[src/rtl/obstacle_gen_if.sv]
// Obstacle generator bus: gamemode/frame_tick in, packed obstacle geometry out.
// Purely combinational bundle; no latency of its own.
// No backpressure: the consumer samples the registered buses every cycle.
interface obstacle_gen_if;
  logic [1:0]   gamemode;
  logic         frame_tick;
  logic [199:0] obstacle_x;
  logic [179:0] obstacle_y;
  logic [9:0]   active;
  logic [15:0]  passed_count;

  // Generator side: consumes mode/tick, drives geometry
  modport master (
    input  gamemode, frame_tick,
    output obstacle_x, obstacle_y, active, passed_count
  );

  // Game-logic side: drives mode/tick, consumes geometry
  modport slave (
    output gamemode, frame_tick,
    input  obstacle_x, obstacle_y, active, passed_count
  );
endinterface

[src/rtl/obstacle_gen.sv]
// Spawns, scrolls and retires up to 10 obstacles on frame ticks.
// Latency: outputs update at the clk edge that samples frame_tick=1.
// No backpressure: ticks are consumed unconditionally; full table skips spawns.
module obstacle_gen #(
  parameter int          SPAWN_INTERVAL = 60,
  parameter int          SPEED          = 4,
  parameter int          SPAWN_X        = 640,
  parameter int          OBS_WIDTH      = 40,
  parameter int          MIN_LEN        = 40,
  parameter int          UPPER_BOUND    = 40,
  parameter int          LOWER_BOUND    = 480,
  parameter logic [15:0] SEED           = 16'hACE1
) (
  input  logic           clk,
  input  logic           rst,
  obstacle_gen_if.master bus
);

  localparam logic [15:0] SI_M1  = 16'(SPAWN_INTERVAL - 1);
  localparam logic [9:0]  SPD    = 10'(SPEED);
  localparam logic [9:0]  SX_L   = 10'(SPAWN_X);
  localparam logic [9:0]  SX_R   = 10'(SPAWN_X + OBS_WIDTH);
  localparam logic [8:0]  UB     = 9'(UPPER_BOUND);
  localparam logic [8:0]  LB     = 9'(LOWER_BOUND);
  localparam logic [8:0]  MLEN   = 9'(MIN_LEN);
  localparam logic [15:0] TAPS   = 16'hB400;

  logic [9:0]  r_xl [10];
  logic [9:0]  r_xr [10];
  logic [8:0]  r_yt [10];
  logic [8:0]  r_yb [10];
  logic [9:0]  r_act;
  logic [15:0] r_passed;
  logic [15:0] r_cnt;
  logic [15:0] r_lfsr;

  logic [9:0]  w_xl [10];
  logic [9:0]  w_xr [10];
  logic [8:0]  w_yt [10];
  logic [8:0]  w_yb [10];
  logic [9:0]  w_act;
  logic [15:0] w_passed;
  logic [15:0] w_cnt;
  logic [15:0] w_lfsr;
  logic [3:0]  w_nfree;
  logic [3:0]  w_slot;
  logic        w_slot_ok;
  logic [8:0]  w_len;
  logic        w_run;
  logic [199:0] w_ox;
  logic [179:0] w_oy;

  assign w_run = (bus.gamemode == 2'b01) && bus.frame_tick;
  assign w_len = MLEN + {2'b00, r_lfsr[6:0]};

  // Next-state: scroll live slots, then spawn into the lowest slot free before this tick
  always_comb begin
    w_xl     = r_xl;
    w_xr     = r_xr;
    w_yt     = r_yt;
    w_yb     = r_yb;
    w_act    = r_act;
    w_passed = r_passed;
    w_cnt    = r_cnt;
    w_lfsr   = r_lfsr;
    w_nfree  = 4'd0;
    w_slot_ok = 1'b0;
    w_slot   = 4'd0;
    for (int i = 9; i >= 0; i--) begin
      if (!r_act[i]) begin
        w_slot_ok = 1'b1;
        w_slot    = 4'(i);
      end
    end
    if (w_run) begin
      for (int i = 0; i < 10; i++) begin
        if (r_act[i]) begin
          if (r_xr[i] <= SPD) begin
            w_xl[i]  = '0;
            w_xr[i]  = '0;
            w_yt[i]  = '0;
            w_yb[i]  = '0;
            w_act[i] = 1'b0;
            w_nfree  = w_nfree + 4'd1;
          end else begin
            w_xr[i] = r_xr[i] - SPD;
            w_xl[i] = (r_xl[i] < SPD) ? 10'd0 : r_xl[i] - SPD;
          end
        end
      end
      w_passed = r_passed + {12'd0, w_nfree};
      if (r_cnt == SI_M1) begin
        w_cnt = '0;
        // Spawn fields use the pre-advance LFSR value; a skipped attempt still advances it
        for (int i = 0; i < 10; i++) begin
          if (w_slot_ok && (w_slot == 4'(i))) begin
            w_xl[i]  = SX_L;
            w_xr[i]  = SX_R;
            w_yt[i]  = r_lfsr[15] ? (LB - w_len) : UB;
            w_yb[i]  = r_lfsr[15] ? LB : (UB + w_len);
            w_act[i] = 1'b1;
          end
        end
        w_lfsr = {1'b0, r_lfsr[15:1]} ^ (r_lfsr[0] ? TAPS : 16'h0000);
      end else begin
        w_cnt = r_cnt + 16'd1;
      end
    end
  end

  // State registers: async reset and gamemode 00 clear everything; 10/11 hold
  always_ff @(posedge clk or posedge rst) begin
    if (rst) begin
      for (int i = 0; i < 10; i++) begin
        r_xl[i] <= '0;
        r_xr[i] <= '0;
        r_yt[i] <= '0;
        r_yb[i] <= '0;
      end
      r_act    <= '0;
      r_passed <= '0;
      r_cnt    <= '0;
      r_lfsr   <= SEED;
    end else if (bus.gamemode == 2'b00) begin
      for (int i = 0; i < 10; i++) begin
        r_xl[i] <= '0;
        r_xr[i] <= '0;
        r_yt[i] <= '0;
        r_yb[i] <= '0;
      end
      r_act    <= '0;
      r_passed <= '0;
      r_cnt    <= '0;
      r_lfsr   <= SEED;
    end else begin
      r_xl     <= w_xl;
      r_xr     <= w_xr;
      r_yt     <= w_yt;
      r_yb     <= w_yb;
      r_act    <= w_act;
      r_passed <= w_passed;
      r_cnt    <= w_cnt;
      r_lfsr   <= w_lfsr;
    end
  end

  // Pack slot registers onto the output buses
  always_comb begin
    w_ox = '0;
    w_oy = '0;
    for (int i = 0; i < 10; i++) begin
      w_ox[20*i +: 10]    = r_xl[i];
      w_ox[20*i+10 +: 10] = r_xr[i];
      w_oy[18*i +: 9]     = r_yt[i];
      w_oy[18*i+9 +: 9]   = r_yb[i];
    end
  end

  assign bus.obstacle_x   = w_ox;
  assign bus.obstacle_y   = w_oy;
  assign bus.active       = r_act;
  assign bus.passed_count = r_passed;

endmodule
[src/flat_wrapper.sv]
// flat-port wrapper written by rule: the top's interface ports become plain ports
module obstacle_gen_flat 
#(
  parameter int          SPAWN_INTERVAL = 60,
  parameter int          SPEED          = 4,
  parameter int          SPAWN_X        = 640,
  parameter int          OBS_WIDTH      = 40,
  parameter int          MIN_LEN        = 40,
  parameter int          UPPER_BOUND    = 40,
  parameter int          LOWER_BOUND    = 480,
  parameter logic [15:0] SEED           = 16'hACE1
)
  (clk, rst, bus_gamemode, bus_frame_tick, bus_obstacle_x, bus_obstacle_y, bus_active, bus_passed_count);
  obstacle_gen_if bus_i ();
  input  logic clk;
  input  logic rst;
  input wire logic [$bits(bus_i.gamemode)-1:0] bus_gamemode;
  input wire logic [$bits(bus_i.frame_tick)-1:0] bus_frame_tick;
  output wire logic [$bits(bus_i.obstacle_x)-1:0] bus_obstacle_x;
  output wire logic [$bits(bus_i.obstacle_y)-1:0] bus_obstacle_y;
  output wire logic [$bits(bus_i.active)-1:0] bus_active;
  output wire logic [$bits(bus_i.passed_count)-1:0] bus_passed_count;
  assign bus_i.gamemode = bus_gamemode;
  assign bus_i.frame_tick = bus_frame_tick;
  assign bus_obstacle_x = bus_i.obstacle_x;
  assign bus_obstacle_y = bus_i.obstacle_y;
  assign bus_active = bus_i.active;
  assign bus_passed_count = bus_i.passed_count;
  obstacle_gen #(.SPAWN_INTERVAL(SPAWN_INTERVAL), .SPEED(SPEED), .SPAWN_X(SPAWN_X), .OBS_WIDTH(OBS_WIDTH), .MIN_LEN(MIN_LEN), .UPPER_BOUND(UPPER_BOUND), .LOWER_BOUND(LOWER_BOUND), .SEED(SEED)) u_core (.clk(clk), .rst(rst), .bus(bus_i));
endmodule
[config.mk]
export PLATFORM = sky130hd
export DESIGN_NAME = obstacle_gen_flat
export DESIGN_NICKNAME = d
export VERILOG_FILES = /design/src/rtl/obstacle_gen_if.sv /design/src/rtl/obstacle_gen.sv /design/src/flat_wrapper.sv
export SDC_FILE = /design/constraint.sdc
export NUM_CORES = 1
export LEC_CHECK = 0
export CAP_MARGIN = 20
export CORE_AREA = 2 2 248 250
export CTS_BUF_LIST = sky130_fd_sc_hd__clkbuf_4 sky130_fd_sc_hd__clkbuf_8
export DETAILED_ROUTE_END_ITERATION = 7
export DIE_AREA = 0 0 250 252
export PLACE_DENSITY_LB_ADDON = 0.08
export RECOVER_POWER = 100
export SLEW_MARGIN = 20
export SYNTH_ARGS = -nofsm -noshare
export SYNTH_HDL_FRONTEND = slang
export SYNTH_SLANG_ARGS = --single-unit
export TNS_END_PERCENT = 30
[constraint.sdc]
create_clock -name clk -period 55.1 [get_ports clk]
set_clock_uncertainty 0.15 [all_clocks]
set_input_delay 16.53 -clock clk [delete_from_list [all_inputs] [get_ports clk]]
set_output_delay 16.53 -clock clk [all_outputs]
set_load 0.005 [all_outputs]
==> summary.txt, run 1 <==
CTS
  • Max H-tree Level: 3
  • Clk Latency, worst-skew pair: 680 ps
  • Setup repair bufs after CTS: 0
  • CTS Hold Buffers Added: 0
  • CTS clk-pin slew, worst paths: 60 ps
  • Root Driver: clkbuf_8
  • CTS tree: built
  • TritonCTS Buffers: 80
  • Post-CTS sizing: 0
  • Clock Sink Count: 438
  • Clk buf depth: 3

Placement
  • Buffers on Ports: 410
  • Post-DP HPWL: 54700 µm
  • Post-DP Area: 25800 µm²
  • GP Congestion: 0.841

Timing
  • Rel. slew slack: -261%
  • Actual slew at the worst max-slew pin: 5380 ps
  • Hold Vio Cnt, Final: 0
  • Final min period: 25980 ps
  • Fmax: 0.0385 GHz
  • Fin crit share: 47.1%
  • RSZ-0062 raised after global routing: no
  • Post-route setup TNS: 0 ps
  • Final setup viols: 0
  • Max Slew Vio Count: 727

Synth
  • Cells after Synth: 2205
  • #FFs+latches synth: 438
  • Synth Flop Type: dfrtp_1
  • Syn Area/Cell: 9.48 µm²
  • Post-synth EDFFs: 0
  • Fraction of registers with async set/reset: 100%
  • Cell Area, Synth: 20900 µm²
  • Distinct cell type count after synthesis: 78
  • Proportion of synthesized chip area in sequential cells: 52.5%
  • Synth Warn #: 0
  • Syn_nets: 2261

Floorplanning
  • Die Y: 252 µm
  • Ports: 411
  • Initial Util: 34.8%
  • CORE AREA: 60100 µm²
  • Site Rows: 90
  • Width of the chip: 250 µm
  • Die area: 63000 µm²

Global routing
  • Initial antenna violation count: 3
  • First-pass GRT wire length: 116000 µm
  • Vias in the first global route: 18485
  • GRT Total Usage: 23.9%
  • Grt ovf: 0
  • Largest net degree at the start of global routing: 120

Setup path
  • Peak fanout along the critical path: 119
  • WS Path Type: input pin to async pin
  • Nature of the critical path startpoint: input pin
  • Data arrival, critical path: 25600 ps
  • Critical Path RT: 54720 ps
  • Critical path capture point type: async pin

Power and ir drop
  • Pint: 533 µW
  • Seq pwr share: 45.6%
  • Pwr/cell area: 26.0 nW/µm²
  • Clock share of power: 48.4%
  • Switch Pwr: 181 µW
  • Leak: 0.0134 µW
  • Switching Fraction: 25.3%
  • Comb pwr share: 5.9%
  • Peak VDD IR: 0.0146 mV

Worst hold path
  • Hold Path Class: flop to flop

Finish
  • Final #Nets: 2675
  • Fill cells: 5745
  • Final instance area: 27500 µm²
  • Layout area overhead: 31.6%
  • Layout cells sized above 1: 6.94%

Detailed routing
  • Vias per cell: 5.45
  • Post-Route WL: 76700 µm
  • Drt drc: 0
  • Antenna Nets Post-Route: 0
  • Vias: 18882
  • Routed length per placed instance: 22.1 µm
  • First-pass DRT Iterations: 6
  • 1st-iter DRT viols: 1292

Outcome
  • Status: finished, violations left
  • Failing checks: max-capacitance violations, max-slew violations

Run
  • Max cap viols: 15
[Yosys cell counts, types with 31 or more instances]
| cell | count | area share, % |
|---|---|---|
| a22o_1 | 76 | 3.2 |
| nand2_1 | 351 | 6.3 |
| xor2_1 | 34 | 1.4 |
| or3_1 | 31 | 0.93 |
| dfrtp_1 | 430 | 51 |
| xnor2_1 | 32 | 1.3 |
| nor3_1 | 49 | 1.2 |
| ha_1 | 50 | 3.0 |
| o21ai_0 | 212 | 5.1 |
| inv_1 | 69 | 1.2 |
| and2_1 | 31 | 0.93 |
| nand3_1 | 41 | 0.98 |
| o21ai_1 | 117 | 2.8 |
| clkbuf_1 | 102 | 1.8 |
| nor2_1 | 129 | 2.3 |
| o31ai_1 | 53 | 1.9 |
| a21oi_1 | 92 | 2.2 |
[power by group through the flow]
stage	Clock [µW]	Sequential [µW]	Combinational, µW
floorplan	0	332	26.2
global placement	0	332	43.4
detailed placement	0	332	44.4
CTS	354	326	44.5
global route	372	326	47.4
finish	346	326	42.4
[per-layer routing]
| layer | share of wire (%) | track usage [%] | vias up |
|---|---|---|---|
| met5 | 0.014 | 0 | - |
| met4 | 2.1 | 7.15 | 2 |
| met3 | 6.6 | 5.22 | 103 |
| met2 | 48 | 38.6 | 615 |
| met1 | 44 | 32.3 | 9493 |
| li1 | - | - | 8669 |
[kinds of logic after synthesis]
group	after synthesis	share of synthesized area, %
adder cells (fa/ha/maj)	51	3.09
XOR/XNOR	71	3.33
flip-flops	438	52.5
AND/OR/NAND/NOR	787	17.7
buffers and inverters	183	3.33
multiplexers	3	0.150
AO/OA/AOI/OAI	672	19.9
[flip-flops by register name (all words and copies together) (netlist names)]
| name | cells |
|---|---|
| u_core.bus.passed_count | 16 |
| u_core.r_cnt | 16 |
| u_core.r_lfsr | 16 |
| u_core.bus.active | 10 |
| u_core.bus.obstacle_y | 180 |
| u_core.bus.obstacle_x | 200 |
[per-stage QoR]
stage | utilization (%) | total power [µW] | std cells | hold WS [ps] | worst slack, ps
2_1_floorplan | - | 358 | 2205 | 299 | 26230
3_3_place_gp | 43.0 | 375 | 3318 | 313 | 34970
3_5_place_dp | 43.0 | 376 | 3318 | 316 | 34760
4_1_cts | 45.9 | 725 | 3460 | 329 | 35480
5_1_grt | 45.7 | 745 | 3463 | 343 | 27240
6_report | 45.7 | 714 | 3465 | 321 | 29120
[cell usage in the layout, fill, tap and decap left out, types with 8 or more instances in the layout]
master         count
and3_1            20
dfstp_2            8
nand2_1          351
o21ai_1           24
and2_1            17
inv_1             68
o311ai_0          10
nand2b_1          29
clkbuf_4          24
a22o_1            76
nor2b_1           20
o211ai_1          17
o21ai_0          305
xnor2_1           32
nand3_1           41
buf_4             11
a21boi_0          14
or3_1             31
clkinv_2           8
nor2_1           128
nor3b_1           19
a21o_1            19
ha_1              50
a31oi_1           15
and2_0            14
dfrtp_1          430
clkbuf_8         100
nor3_1            49
or4_1             11
clkbuf_1          19
a21oi_1           92
nor4_1            20
xor2_1            34
o31ai_1           53
dlygate4sd3_1    404
[worst max-delay path: stages]
cell and delay [ps]:
dlygate4sd3_1 550, clkinvlp_2 2980, clkbuf_1 2240, clkbuf_1 3120
[final cells by class]
type / count / area, µm² / share of cell area [%]
antenna: 4 / 10.0 / 0.0364
clock buffer: 124 / 1560 / 5.66
clock inverter: 18 / 211 / 0.769
inverter: 75 / 283 / 1.03
multi-input combinational: 1584 / 9240 / 33.6
sequential: 438 / 11000 / 39.9
tap: 782 / 978 / 3.56
timing repair buffer: 440 / 4260 / 15.5
[path summary, 6_finish.rpt]
check | start | end | slack [ps] | cells after the start
worst max-delay path | rst | u_core.bus.obstacle_x[78] | 29120 | 4
worst min-delay path | u_core.bus.obstacle_y[27] | u_core.bus.obstacle_y[27] | 320 | 2
worst max register to register | u_core.bus.obstacle_x[13] | u_core.bus.passed_count[12] | 46450 | 36
worst min register to register | u_core.bus.obstacle_y[27] | u_core.bus.obstacle_y[27] | 320 | 2
max in group clk | bus_gamemode[1] | u_core.bus.obstacle_y[152] | 32610 | 7
min in group asynchronous | rst | u_core.bus.obstacle_y[130] | 17840 | 2
Power figures use the tool's default switching activity.
==> run 2, diff against run 1 <==
==> constraint.sdc (replaced) <==
create_clock -name clk -period 23.6 [get_ports clk]
set_clock_uncertainty 0.15 [all_clocks]
set_input_delay 7.08 -clock clk [delete_from_list [all_inputs] [get_ports clk]]
set_output_delay 7.08 -clock clk [all_outputs]
set_load 0.005 [all_outputs]
==> summary.txt, run 2 (same netlist as run 1, synthesis figures left out) <==
Outcome
  • Status: finished, violations left
  • Failing checks: max-capacitance violations, max-slew violations

Power and ir drop
  • Pint: 1240 µW (+130%)
  • Leak: 0.0134 µW (about the same)
  • Comb pwr share: 6.0% (about the same)
  • Clock share of power: 47.9% (-0.5 points)
  • Seq pwr share: 46.1% (+0.5 points)
  • Switch Pwr: 416 µW (+130%)
  • Switching Fraction: 25.2% (-0.18 points)
  • Pwr/cell area: 60.1 nW/µm² (+130%)
  • Peak VDD IR: 0.0360 mV (+150%)

Setup path
  • Nature of the critical path startpoint: input pin
  • Data arrival, critical path: 13890 ps (-11710 ps)
  • RR Startpoint: u_core.bus.obstacle_x[13]
  • WS Path Type: input pin to async pin
  • Critical Path RT: 23210 ps (-31510 ps)
  • Critical path capture point type: async pin
  • Worst Setup SP: rst
  • Peak fanout along the critical path: 119 (unchanged)

Detailed routing
  • Vias per cell: 5.45 (about the same)
  • First-pass DRT Iterations: 5 (-1)
  • Post-Route WL: 76400 µm (-0.34%)
  • Vias: 18874 (-0.042%)
  • Drt drc: 0 (unchanged)
  • Routed length per placed instance: 22.1 µm (-0.25%)
  • Antenna Nets Post-Route: 0 (unchanged)
  • 1st-iter DRT viols: 1309 (+1.3%)

Finish
  • Layout area overhead: 31.5% (about the same)
  • Max FFs per register: 200 (unchanged)
  • Commonest non-fill, non-tap cell in the layout: dfrtp_1
  • Layout cells sized above 1: 6.99% (+0.043 points)
  • Final instance area: 27500 µm² (about the same)
  • Most frequent cells in the layout: dfrtp_1, dlygate4sd3_1, nand2_1
  • Final #Nets: 2676 (+0.037%)

Placement
  • Buffers on Ports: 410 (unchanged)
  • GP Congestion: 0.841 (unchanged)
  • Post-DP Area: 25800 µm² (unchanged)
  • Post-DP HPWL: 54700 µm (about the same)

Floorplanning
  • Die Y: 252 µm (unchanged)
  • Initial Util: 34.8% (unchanged)
  • CORE AREA: 60100 µm² (unchanged)
  • Ports: 411 (unchanged)
  • Width of the chip: 250 µm (unchanged)
  • Site Rows: 90 (unchanged)
  • Die area: 63000 µm² (unchanged)

Timing
  • Final setup viols: 0 (unchanged)
  • RSZ-0062 raised after global routing: no
  • Actual slew at the worst max-slew pin: 5350 ps (-28.1 ps)
  • Fmax: 0.0700 GHz
  • Post-route setup TNS: 0 ps (unchanged)
  • Fin crit share: 60.5%
  • Hold Vio Cnt, Final: 0 (unchanged)
  • Max Slew Vio Count: 596 (-18%)
  • Rel. slew slack: -259% (+1.9 points)
  • Final min period: 14280 ps

CTS
  • Root Driver: clkbuf_8
  • TritonCTS Buffers: 82 (+2.5%)
  • Clk Latency, worst-skew pair: 670 ps (about the same)
  • CTS Hold Buffers Added: 0 (unchanged)
  • CTS tree: built
  • Clk buf depth: 3 (unchanged)
  • Post-CTS sizing: 0 (unchanged)
  • Max H-tree Level: 3 (unchanged)
  • CTS clk-pin slew, worst paths: 60 ps (about the same)
  • Setup repair bufs after CTS: 0 (unchanged)
  • Clock Sink Count: 438 (unchanged)

Worst hold path
  • Hold Path Class: flop to flop
  • Min-delay src: u_core.bus.obstacle_y[80]

Global routing
  • Largest net degree at the start of global routing: 120 (unchanged)
  • Vias in the first global route: 18329 (-0.84%)
  • Initial antenna violation count: 2 (-1)
  • First-pass GRT wire length: 115000 µm (-0.68%)
  • GRT Total Usage: 23.9% (-0.074 points)
  • Grt ovf: 0 (unchanged)

Run
  • Max cap viols: 16 (+1)
[run 2: worst paths after layout]
path	endpoint	slack [ps]	depth (start not counted)
hold / removal	u_core.bus.obstacle_y[80]	320	1
hold reg to reg	u_core.bus.obstacle_y[80]	320	1
min in group asynchronous	u_core.bus.obstacle_y[128]	8400	2
setup reg to reg	u_core.bus.passed_count[12]	15130	36
setup / recovery	u_core.bus.passed_count[12]	9320	3
max in group clk	u_core.bus.obstacle_y[152]	10590	7
[run 2: power groups by stage]
stage	Clock (µW)	Combinational, µW	Sequential [µW]
floorplan	0	61.1	774
global placement	0	101	774
detailed placement	0	104	774
CTS	813	104	761
global route	849	111	762
finish	791	99.0	761
[run 2: cell type report]
type | instances | area [µm²]
Sequential cell | 438 | 11000
Clock buffer | 128 | 1610
Multi-Input combinational cell | 1584 | 9240
Timing Repair Buffer | 439 | 4270
Clock inverter | 13 | 133
Tap cell | 782 | 978
Inverter | 75 | 283
Fill cell | 5753 | 32600
Antenna cell | 3 | 7.51
[run 2: through the flow]
step / util [%] / setup slack (ps) / total power (µW) / hold slack [ps] / std cells
floorplan: - / 4180 / 835 / 299 / 2205
global placement: 43.0 / 12920 / 876 / 313 / 3318
detailed placement: 43.0 / 12680 / 878 / 315 / 3318
CTS: 45.9 / 13390 / 1680 / 327 / 3459
global route: 45.7 / 7900 / 1720 / 343 / 3461
finish: 45.7 / 9320 / 1650 / 321 / 3462
[run 2: critical path, stage by stage]
cell and delay [ps]:
dlygate4sd3_1 550, clkinvlp_2 2990, clkbuf_1 3160
[run 2: metal layers]
| metal | part of all wire [%] | vias up | global-route usage (%) |
|---|---|---|---|
| li1 | - | 8658 | - |
| met3 | 7.1 | 126 | 5.64 |
| met5 | 0 | - | 0 |
| met1 | 43 | 9425 | 31.8 |
| met4 | 2.9 | 0 | 8.69 |
| met2 | 47 | 665 | 38.0 |
